### src/rtl/fifo_pkg.sv
// Shared definitions for the dual-clock FIFO pointer controllers (write and read side).
package fifo_pkg;

  localparam int unsigned ADDR_W = 3;
  localparam int unsigned PTR_W  = ADDR_W + 1;

  // Both helpers work on any width up to 32 bits, provided narrower values are zero-extended.
  function automatic logic [31:0] bin2gray(input logic [31:0] bin);
    return bin ^ (bin >> 1);
  endfunction

  function automatic logic [31:0] gray2bin(input logic [31:0] gray);
    logic [31:0] bin;
    bin[31] = gray[31];
    for (int i = 30; i >= 0; i--) begin
      bin[i] = bin[i+1] ^ gray[i];
    end
    return bin;
  endfunction

endpackage

### src/rtl/fifo_wr_ctrl_if.sv
// Write-side handshake and status bundle of the async FIFO.
// The master modport is the write client; the slave modport is fifo_wr_ctrl.
interface fifo_wr_ctrl_if #(
  parameter int unsigned ADDR_W = fifo_pkg::ADDR_W
) ();
  localparam int unsigned PTR_W = ADDR_W + 1;

  logic              winc;
  logic [PTR_W-1:0]  wq2_rptr;
  logic [ADDR_W-1:0] waddr;
  logic [PTR_W-1:0]  wptr;
  logic              wfull;
  logic              walmost_full;
  logic              woverflow;

  modport master (
    output winc, wq2_rptr,
    input  waddr, wptr, wfull, walmost_full, woverflow
  );

  modport slave (
    input  winc, wq2_rptr,
    output waddr, wptr, wfull, walmost_full, woverflow
  );
endinterface

### src/rtl/fifo_gray2bin.sv
// Combinational Gray-to-binary converter: each binary bit is the XOR of all Gray bits at or
// above it. Shared by the write and read controllers.
module fifo_gray2bin #(
  parameter int unsigned Width = 4
) (
  input  logic [Width-1:0] gray_i,
  output logic [Width-1:0] bin_o
);
  for (genvar i = 0; i < Width; i++) begin : g_bit
    assign bin_o[i] = ^gray_i[Width-1:i];
  end
endmodule

### src/rtl/fifo_wr_ctrl.sv
// Write-domain pointer/flag controller of the async FIFO.
// Optional sticky overflow flag built only when ASYNC_FIFO_WR_OVF_EN is defined.
module fifo_wr_ctrl #(
  parameter int unsigned ADDR_W    = fifo_pkg::ADDR_W,
  parameter int unsigned AFULL_LVL = 6
) (
  input  logic          wclk,
  input  logic          wrst_n,
  fifo_wr_ctrl_if.slave bus
);
  localparam int unsigned       PTR_W     = ADDR_W + 1;
  localparam logic [PTR_W-1:0]  AFULL_THR = PTR_W'(AFULL_LVL);

  logic [PTR_W-1:0] wbin_q, wbin_d;
  logic [PTR_W-1:0] wptr_q, wgray_d;
  logic [PTR_W-1:0] rbin, full_ptr, level;
  logic             wfull_q, wfull_d;
  logic             wafull_q, wafull_d;
  logic             wpush;

  fifo_gray2bin #(
    .Width (PTR_W)
  ) u_rptr_g2b (
    .gray_i (bus.wq2_rptr),
    .bin_o  (rbin)
  );

  always_comb begin
    wpush   = bus.winc & ~wfull_q;
    wbin_d  = wbin_q + {{(PTR_W-1){1'b0}}, wpush};
    wgray_d = PTR_W'(fifo_pkg::bin2gray(32'(wbin_d)));
    // Full when the write pointer is exactly one lap ahead: top two Gray bits inverted.
    full_ptr = {~bus.wq2_rptr[PTR_W-1 -: 2], bus.wq2_rptr[PTR_W-3:0]};
    wfull_d  = (wgray_d == full_ptr);
    level    = wbin_d - rbin;
    wafull_d = (level >= AFULL_THR);
  end

  always_ff @(posedge wclk or negedge wrst_n) begin
    if (!wrst_n) begin
      wbin_q   <= '0;
      wptr_q   <= '0;
      wfull_q  <= 1'b0;
      wafull_q <= 1'b0;
    end else begin
      wbin_q   <= wbin_d;
      wptr_q   <= wgray_d;
      wfull_q  <= wfull_d;
      wafull_q <= wafull_d;
    end
  end

`ifdef ASYNC_FIFO_WR_OVF_EN
  logic wovf_q;

  always_ff @(posedge wclk or negedge wrst_n) begin
    if (!wrst_n) begin
      wovf_q <= 1'b0;
    end else if (bus.winc && wfull_q) begin
      wovf_q <= 1'b1;
    end
  end

  assign bus.woverflow = wovf_q;
`else
  assign bus.woverflow = 1'b0;
`endif

  assign bus.waddr        = wbin_q[ADDR_W-1:0];
  assign bus.wptr         = wptr_q;
  assign bus.wfull        = wfull_q;
  assign bus.walmost_full = wafull_q;

endmodule

### src/flat_wrapper.sv
// flat-port wrapper written by rule: the top's interface ports become plain ports
module fifo_wr_ctrl_flat 
#(
  parameter int unsigned ADDR_W    = fifo_pkg::ADDR_W,
  parameter int unsigned AFULL_LVL = 6
)
  (wclk, wrst_n, bus_winc, bus_wq2_rptr, bus_waddr, bus_wptr, bus_wfull, bus_walmost_full, bus_woverflow);
  fifo_wr_ctrl_if #(.ADDR_W(ADDR_W)) bus_i ();
  input  logic wclk;
  input  logic wrst_n;
  input wire logic [$bits(bus_i.winc)-1:0] bus_winc;
  input wire logic [$bits(bus_i.wq2_rptr)-1:0] bus_wq2_rptr;
  output wire logic [$bits(bus_i.waddr)-1:0] bus_waddr;
  output wire logic [$bits(bus_i.wptr)-1:0] bus_wptr;
  output wire logic [$bits(bus_i.wfull)-1:0] bus_wfull;
  output wire logic [$bits(bus_i.walmost_full)-1:0] bus_walmost_full;
  output wire logic [$bits(bus_i.woverflow)-1:0] bus_woverflow;
  assign bus_i.winc = bus_winc;
  assign bus_i.wq2_rptr = bus_wq2_rptr;
  assign bus_waddr = bus_i.waddr;
  assign bus_wptr = bus_i.wptr;
  assign bus_wfull = bus_i.wfull;
  assign bus_walmost_full = bus_i.walmost_full;
  assign bus_woverflow = bus_i.woverflow;
  fifo_wr_ctrl #(.ADDR_W(ADDR_W), .AFULL_LVL(AFULL_LVL)) u_core (.wclk(wclk), .wrst_n(wrst_n), .bus(bus_i));
endmodule
### config.mk
export PLATFORM = sky130hd
export DESIGN_NAME = fifo_wr_ctrl_flat
export DESIGN_NICKNAME = d
export VERILOG_FILES = /design/src/rtl/fifo_pkg.sv /design/src/rtl/fifo_wr_ctrl_if.sv /design/src/rtl/fifo_gray2bin.sv /design/src/rtl/fifo_wr_ctrl.sv /design/src/flat_wrapper.sv
export SDC_FILE = /design/constraint.sdc
export NUM_CORES = 1
export LEC_CHECK = 0
export BUFFER_PORTS_ARGS = -buffer_cell sky130_fd_sc_hd__buf_2
export CELL_PAD_IN_SITES_DETAIL_PLACEMENT = 1
export CELL_PAD_IN_SITES_GLOBAL_PLACEMENT = 2
export CORE_ASPECT_RATIO = 1.1
export CORE_MARGIN = 2
export CORE_UTILIZATION = 31
export CTS_CLUSTER_DIAMETER = 50
export DETAILED_ROUTE_END_ITERATION = 6
export GPL_TIMING_DRIVEN = 0
export PLACE_DENSITY_LB_ADDON = 0.1
export SYNTH_ARGS = -nofsm -noshare
export SYNTH_HDL_FRONTEND = slang
export SYNTH_SLANG_ARGS = --single-unit
export TNS_END_PERCENT = 50
### constraint.sdc
create_clock -name wclk -period 4.9 [get_ports wclk]
set_clock_uncertainty 0.1 [all_clocks]
set_input_delay 0.735 -clock wclk [delete_from_list [all_inputs] [get_ports wclk]]
set_output_delay 0.735 -clock wclk [all_outputs]
set_load 0.02 [all_outputs]
==> impl_metrics.ini, run 1 <==
[cts]
ctsResizeCount = 0
clock_tree.htree_level_count = 1
clock_latency_ps = 250
clock_sink_count = 9
cts_tree = done
tritoncts.num_buffers = 3
cts_root_buf = clkbuf_4
holdBufCountCts = 0
cts-root-to-sink-buffers = 2
clk_pin_slew_ps = 60
post_cts.repair.setup_buffers = 0

[floorplanning]
die_width_um = 43.49
initial_utilization = 0.3333
standard_cell_rows = 15
die-height_um = 47.44
top_level_ports = 17
core_um2 = 1595
design.die.area_um2 = 2063

[setup_path]
worst-r2r-setup-slack_ps = 2510
crit_arrival_ps = 2730
end_of_the_worst_register_to_register_path = u_core.bus.walmost_full
r2r_start = u_core.bus.wfull
setup.worst_path.end_class = register
slowest_delay_ps = 390
cells_along_the_critical_path = buf_2, nor2b_1, ha_1, ha_1, xor2_2, ha_1, a21oi_1, o21ai_0, xor2_1, mux2i_1
cell_depth_of_the_worst_flop_to_flop_path = 9
cpMostUsedCell = ha_1
timing.critical_path.slowest_stage_cell = xor2_2
critPathMaxFanout = 6
crit_type = in -> reg
timing.critical_path.required_ps = 4980
worst_setup_path_start_kind = input pin

[timing]
hold_viol_final = 0
achievable-frequency_ghz = 0.3773
unrepaired_setup_endpoints_after_global_routing = false
final-max-slew-violation-count = 0
setup_viol_count_final = 0
period_needed_ps = 2650
period_share = 0.5409
tns_ps = 0

[drt]
ant_nets = 0
detailroute.via_count = 387
met3RoutedLength_um = 72
routedWlPerCell_um = 10.96
met2RoutedLength_um = 463
top_layer = met4
drtIter0Drc = 1
m1WireLength_um = 366
drt_pre_antenna_iters = 2
drc_errors = 0
routed_via_density = 4.607
postRouteWirelength_um = 921

[synth]
synth.yosys.seq_area_share = 0.4235
post_synth_most_frequent_cells = dfrtp_1, xor2_1, ha_1, inv_1, xnor2_1
synth_top_cells_by_area = dfrtp_1, xor2_1, ha_1
synth_top_flop_cell = dfrtp_1
syn_avg_cell_area_um2 = 11.08
synth.mux.area_fraction = 0.01882
yosys.area_share.adder = 0.1553
postSynthCellCount = 48
synth.distinct_cells = 18
mapped_nets = 61
post-synth-top-area-fraction = 0.4235
synth-async-reset-ratio = 1.000
edff_count_synth = 0
synth_area_in_compound_gates = 0.03294
synth.cell_area_um2 = 531.8
synth.ff_latch_count = 9
synth.largest_area_cell = dfrtp_1
simple_gate_portion_of_the_synthesized_area = 0.09176
synth_most_common_cell = dfrtp_1
combinational_family_with_the_most_area_after_synthesis = XOR/XNOR gates
synth_warnings = 0
synth_xor_xnor_area_share = 0.2282

[placement]
detailed_place_hpwl_um = 819.7
gp_routability_congestion = 0.6394
io_buffer_count = 15

[power]
vdd.ir_drop.worst_v = 0.0002171
cellPowerDensity_nw_per_um2 = 813.8
leakage_nw = 0.3354

[final_layout]
final_layout_size_suffix_gt1_frac = 0.2985
insertedDiodeCount = 0
syn_to_final_growth_pct = 23.06
nNetsFinal = 81
finalCoreUtilization = 0.4102

[global_route]
vias_in_the_first_global_route = 387
antenna_found_initial = 0
grt_max_degree = 10
grt_pass1_wl_um = 1566
global_route.overflow_total = 0
grt_usage = 0.1106

[status]
status = finished, final reports clean

[min_path]
timing.hold.worst.class = in -> async

[run]
cap_viol_max_count = 0
-- stage by stage --
| step | power, mW | std cells | hold WS, ps | area, um^2 | worst slack, ps |
|---|---|---|---|---|---|
| floorplan | 0.4000 | 48 | 339.4 | 531.8 | 2292 |
| finish | 0.5325 | 84 | 220.6 | 654.4 | 2250 |
| global route | 0.5896 | 84 | 212.9 | 654.4 | 2085 |
| global placement | 0.4813 | 80 | 495.6 | 628.1 | 1976 |
| detailed placement | 0.4886 | 80 | 494.4 | 628.1 | 1982 |
| CTS | 0.5444 | 84 | 219.2 | 654.4 | 2243 |
-- layer usage --
metal	vias up	GRT usage
met5	-	0
met3	4	0.03396
met2	17	0.2000
met1	178	0.1059
met4	0	0.09091
li1	188	-
-- how the worst max path moves through the flow --
| stage | from | to | cells after the start |
|---|---|---|---|
| 3_5_place_dp | bus_winc | u_core.bus.walmost_full | 10 |
| 4_1_cts | bus_winc | u_core.bus.walmost_full | 10 |
| 6_report | bus_winc | u_core.bus.walmost_full | 10 |
| 5_1_grt | bus_winc | u_core.bus.walmost_full | 10 |
| 2_1_floorplan | bus_winc | u_core.bus.walmost_full | 9 |
| 3_3_place_gp | bus_winc | u_core.bus.walmost_full | 10 |
-- where the power goes --
group          leakage, nW  switching [mW]  total (mW)  internal (mW)
registers            0.107          0.0188       0.136          0.117
logic                0.214           0.206       0.343          0.137
clock network       0.0150          0.0226      0.0537         0.0312
-- cell families (layout without fill, tap and decap cells) --
group           count (synthesis)  after routing
xor+xnor                       13             13
simple gates                   10             10
flops                           9              9
fa+ha+maj                       6              6
buf+inv                         5             24
compound gates                  3              3
other cells                     1              1
mux                             1              1
-- cells in the final DEF, fill, tap and decap left out, types with 2 or more instances in the layout --
cell type  count
nor2_1         3
clkbuf_4       3
xor2_1         8
ha_1           5
nand3_1        3
dfrtp_1        9
buf_2         15
or3_1          2
xnor2_1        4
inv_1          4
-- cell type report --
cell class	instances	area [um^2]
plain buffers	1	7.507
well taps	17	21.27
flip-flops and latches	9	225.2
fillers	181	940.9
repair buffers	15	75.07
clock buffers	4	26.28
multi-input cells	34	284.0
inverters	4	15.01
-- critical path, delay by kind of cell --
kind,cells,cell delay (ps)
buffers and inverters,1,90
xor gates and xnor gates,2,580
and+or+nand+nor,1,120
adders and majority gates,3,760
muxes,1,190
AOI/OAI and AO/OA,2,240
-- flip-flops by register name, summed over array words and instances (netlist names) --
| name | cells |
|---|---|
| u_core.bus.wfull | 1 |
| u_core.bus.walmost_full | 1 |
| u_core.bus.wptr | 3 |
| u_core.wbin_q | 4 |
No activity file was read; power rests on OpenSTA's default activity.
==> inputs of run 2 (changes only) <==
CORE_UTILIZATION = 26   (was 31)
clock period = 2.1 ns   (was 4.9 ns; I/O delays follow)
==> impl_metrics.ini, run 2 (synthesized netlist as in run 1, its figures left out) <==
[cts]
cts_root_buf = clkbuf_4
clock_sink_count = 9
tritoncts.num_buffers = 3
cts_tree = done
clock_latency_ps = 250
clock_tree.htree_level_count = 1
cts-root-to-sink-buffers = 2
clk_pin_slew_ps = 60

[timing]
final-max-slew-violation-count = 0
period_needed_ps = 2039
setup_viol_count_final = 0
period_share = 0.9711
setup_slack_of_the_critical_path_after_layout_ps = 60.60
hold_viol_final = 0
achievable-frequency_ghz = 0.4903
unrepaired_setup_endpoints_after_global_routing = true

[global_route]
grt_max_degree = 10
global_route.overflow_total = 0
vias_in_the_first_global_route = 388
grt_usage = 0.1027
grt_pass1_wl_um = 1656
antenna_found_initial = 0

[power]
swShare = 0.4423
total_switching_power_mw = 0.6495
vdd.ir_drop.worst_v = 0.0006030
cellPowerDensity_nw_per_um2 = 1848
p_int_mw = 0.8191
power_frac_seq = 0.230
combinationalPowerShare = 0.685
clkPwrFrac = 0.085
leakage_nw = 0.3636

[setup_path]
end_of_the_worst_register_to_register_path = u_core.bus.walmost_full
timing.critical_path.slowest_stage_cell = dfrtp_2
slowest_delay_ps = 420
cpMostUsedCell = ha_4
cp_num_buf_inv = 0
critPathMaxFanout = 3
cell_depth_of_the_worst_flop_to_flop_path = 8
worst_setup_path_start_kind = register
worst-r2r-setup-slack_ps = 60
crit_type = reg -> reg
crit_arrival_ps = 2110
setup.worst_path.end_class = register
timing.critical_path.required_ps = 2170
r2r_start = u_core.wbin_q[0]
critPathTopFamily = adder cells
cells_along_the_critical_path = ha_4, ha_4, xor2_4, ha_4, nand2_1, o21ai_1, xor2_1, mux2i_1

[drt]
postRouteWirelength_um = 1015
detailroute.via_count = 409
ant_nets = 0
drc_errors = 0
routed_via_density = 4.131
drtIter0Drc = 1
drt_pre_antenna_iters = 2
routedWlPerCell_um = 10.25

[placement]
io_buffer_count = 15
detailed_place_hpwl_um = 861.7
preCtsSetupSlack_ps = -368.3
gp_routability_congestion = 0.6353

[final_layout]
largest-register = u_core.wbin_q
multiInputGateArea_um2 = 375.4
syn_to_final_growth_pct = 49.41
finalCoreUtilization = 0.4016
regArea_um2 = 227.7
final_layout_size_suffix_gt1_frac = 0.4930
mostFrequentLayoutCell = buf_2
nNetsFinal = 85
final.fill_count = 233
layout.cells.most_common_list = buf_2, xor2_1, dfrtp_1
largest_reg_flops = 4
insertedDiodeCount = 0

[floorplanning]
design.die.area_um2 = 2423
initial_utilization = 0.2688
core_um2 = 1978
die-height_um = 51.43
die_width_um = 47.12
standard_cell_rows = 17
top_level_ports = 17

[min_path]
hold_path_end = u_core.bus.wfull
timing.hold.worst.class = in -> reg
hold_depth = 3
hold_start = bus_wq2_rptr[3]

[status]
status = finished, final reports clean

[run]
cap_viol_max_count = 0
[run 2: final cells by class]
class / count / share of cell area
inverters: 4 / 0.01890
well taps: 28 / 0.04409
repair buffers: 19 / 0.1354
multi-input cells: 34 / 0.4724
flip-flops and latches: 9 / 0.2866
plain buffers: 1 / 0.009449
clock buffers: 4 / 0.03307
[run 2: worst max path at each step]
stage | cells past startpoint | from | endpoint
floorplan | 9 | u_core.bus.wfull | u_core.bus.walmost_full
global placement | 10 | bus_wq2_rptr[3] | u_core.bus.walmost_full
detailed placement | 10 | bus_wq2_rptr[3] | u_core.bus.walmost_full
CTS | 9 | u_core.bus.wfull | u_core.bus.walmost_full
global route | 9 | u_core.bus.wfull | u_core.bus.walmost_full
finish | 8 | u_core.wbin_q[0] | u_core.bus.walmost_full
[run 2: worst reg2reg max path: stages (launching register included)]
cell and delay (ps):
dfrtp_2 420, ha_4 170, ha_4 170, xor2_4 190, ha_4 300, nand2_1 50, o21ai_1 150, xor2_1 200
mux2i_1 210
[run 2: stage by stage]
stage	power [mW]	std cells	TNS [ps]	instance area (um^2)	hold slack (ps)
finish	1.469	99	0	794.5	298.7
global route	1.632	99	-67.39	794.5	315.8
floorplan	1.039	48	-8.372	584.3	-80.59
detailed placement	1.266	91	-368.3	694.4	76.97
CTS	1.432	97	-15.87	757.0	295.2
global placement	1.243	91	-344.9	694.4	75.20
[run 2: what timing repair did]
item | in CTS | in global routing
pin swaps | 1 | 3
endpoints found under the hold margin | 9 | 0
resized for setup | 2 | 6
endpoints found under the setup margin | 1 | 2
buffers inserted | 1 | 2
hold buffers | 1 | 0
[run 2: per-layer routing]
layer / GRT usage / up-vias / routed length, um
met5: 0 / - / 0
met3: 0.03180 / 2 / 66
li1: - / 198 / -
met1: 0.1176 / 195 / 420
met4: 0.06944 / 0 / 13
met2: 0.1575 / 14 / 515
[run 2: power by group through the flow]
stage	registers (mW)	logic [mW]	clock network, mW
2_1_floorplan	0.448	0.590	0
3_3_place_gp	0.333	0.911	0
3_5_place_dp	0.335	0.931	0
4_1_cts	0.332	0.966	0.134
5_1_grt	0.349	1.14	0.142
6_report	0.338	1.01	0.125
==> inputs of run 3 (changes only) <==
ABC_AREA = 1   (was unset)
CORE_UTILIZATION = 25   (was 26)
==> impl_metrics.ini, run 3 <==
[placement]
io_buffer_count = 15
preCtsSetupSlack_ps = -185.6
detailed_place_hpwl_um = 1165
gp_routability_congestion = 0.6895

[synth]
mapped_nets = 90
syn_avg_cell_area_um2 = 8.060
synth.largest_area_cell = dfrtp_1
synth.yosys.seq_area_share = 0.3629
postSynthCellCount = 77
synth_most_common_cell = nand2_1
synth.cell_area_um2 = 620.6
post_synth_most_frequent_cells = nand2_1, nand3_1, inv_1, dfrtp_1, ha_1
synth_top_flop_cell = dfrtp_1
synth.distinct_cells = 17
synth_warnings = 0
synth_top_cells_by_area = dfrtp_1, nand3_1, nand2_1
synth.ff_latch_count = 9
edff_count_synth = 0
post-synth-top-area-fraction = 0.3629
synth-async-reset-ratio = 1.000

[drt]
postRouteWirelength_um = 1395
routedWlPerCell_um = 10.90
drt_pre_antenna_iters = 2
drtIter0Drc = 7
routed_via_density = 4.211
met3RoutedLength_um = 68
top_layer = met4
drc_errors = 0
detailroute.via_count = 539
ant_nets = 0
m1WireLength_um = 637
met2RoutedLength_um = 673

[final_layout]
largest_reg_flops = 4
nNetsFinal = 112
insertedDiodeCount = 0
final_layout_size_suffix_gt1_frac = 0.3469
largest-register = u_core.wbin_q
final.fill_count = 304
syn_to_final_growth_pct = 31.25
layout.cells.most_common_list = nand2_1, buf_2, nand3_1
mostFrequentLayoutCell = nand2_1

[floorplanning]
design.die.area_um2 = 2897
initial_utilization = 0.2702
die_width_um = 51.51
top_level_ports = 17
die-height_um = 56.26
standard_cell_rows = 18
core_um2 = 2297

[cts]
clk_pin_slew_ps = 60
cts_tree = done
tritoncts.num_buffers = 3
clock_latency_ps = 250
clock_sink_count = 9
cts_root_buf = clkbuf_4
clock_tree.htree_level_count = 1
cts-root-to-sink-buffers = 2

[timing]
setup_slack_of_the_critical_path_after_layout_ps = 148.0
period_needed_ps = 1952
setup_viol_count_final = 0
unrepaired_setup_endpoints_after_global_routing = false
hold_viol_final = 0
period_share = 0.9295
final-max-slew-violation-count = 0
achievable-frequency_ghz = 0.5123

[global_route]
grt_pass1_wl_um = 2352
grt_max_degree = 10
antenna_found_initial = 0
vias_in_the_first_global_route = 548
global_route.overflow_total = 0
grt_usage = 0.1111

[setup_path]
crit_type = reg -> reg
critPathMaxFanout = 3
timing.critical_path.required_ps = 2190
crit_arrival_ps = 2040
worst_setup_path_start_kind = register
setup.worst_path.end_class = register

[min_path]
timing.hold.worst.class = in -> reg

[status]
status = finished, final reports clean

[power]
cellPowerDensity_nw_per_um2 = 1711
report.power.total_mw = 1.393
leakage_nw = 0.4418
vdd.ir_drop.worst_v = 0.0004871

[run]
cap_viol_max_count = 0
[run 3: final cells by class]
class	instances	area, um^2	area share
multi-input combinational	54	375.4	0.4608
sequential	9	226.5	0.2780
timing repair buffer	17	92.59	0.1137
inverter	13	48.80	0.05991
tap	30	37.54	0.04608
clock buffer	4	26.28	0.03226
buffer	1	7.507	0.009217
[run 3: path summary, 6_finish.rpt]
path                                  start  slack [ps]                       to  cells past startpoint
hold / removal              bus_wq2_rptr[0]         290         u_core.bus.wfull                      4
hold reg to reg            u_core.wbin_q[0]         460         u_core.wbin_q[0]                      1
setup / recovery           u_core.bus.wfull         150  u_core.bus.walmost_full                      8
min in group asynchronous            wrst_n         350       u_core.bus.wptr[1]                      2
setup reg to reg           u_core.bus.wfull         150  u_core.bus.walmost_full                      8
max in group asynchronous            wrst_n        1360         u_core.bus.wfull                      2
[run 3: power by group]
part	switching (mW)	internal, mW
registers	0.0603	0.266
logic	0.572	0.368
clock network	0.0549	0.0729
total	0.687	0.706
[run 3: kinds of logic after synthesis]
group / count (synthesis) / synth area share
buf+inv: 14 / 0.09074
xor+xnor: 5 / 0.08268
other cells: 1 / 0.006043
fa+ha+maj: 6 / 0.1331
flops: 9 / 0.3629
compound gates: 4 / 0.03629
simple gates: 38 / 0.2883
[run 3: through the flow]
step / hold slack (ps) / util / instance area, um^2 / cells / TNS [ps]
2_1_floorplan: -80.59 / - / 621.8 / 77 / 0
3_3_place_gp: 69.26 / 0.3197 / 734.5 / 122 / -204.3
3_5_place_dp: 73.08 / 0.3197 / 734.5 / 122 / -185.6
4_1_cts: 271.5 / 0.3448 / 792.0 / 127 / 0
5_1_grt: 309.6 / 0.3546 / 814.5 / 128 / 0
6_report: 287.3 / 0.3546 / 814.5 / 128 / 0
[run 3: what timing repair did]
action | 4_1_cts | 5_1_grt
setup endpoints to repair | 1 | 1
buffers inserted | 0 | 1
hold buffers | 1 | 0
resized for setup | 5 | 3
hold endpoints to repair | 9 | 0
pin swaps | 0 | 2
[run 3: worst max-delay path, stage by stage, from the launching register on]
cell and delay (ps):
dfrtp_2 410, nor2_2 110, ha_2 290, inv_1 80, ha_1 180, fa_1 420
a21oi_1 120, o21ai_0 90, nand3_1 90
[run 3: layer usage]
metal  track usage  vias up
li1              -      285
met1        0.1433      237
met2        0.1703       15
met3       0.01064        2
met4       0.07895        0
met5             0        -
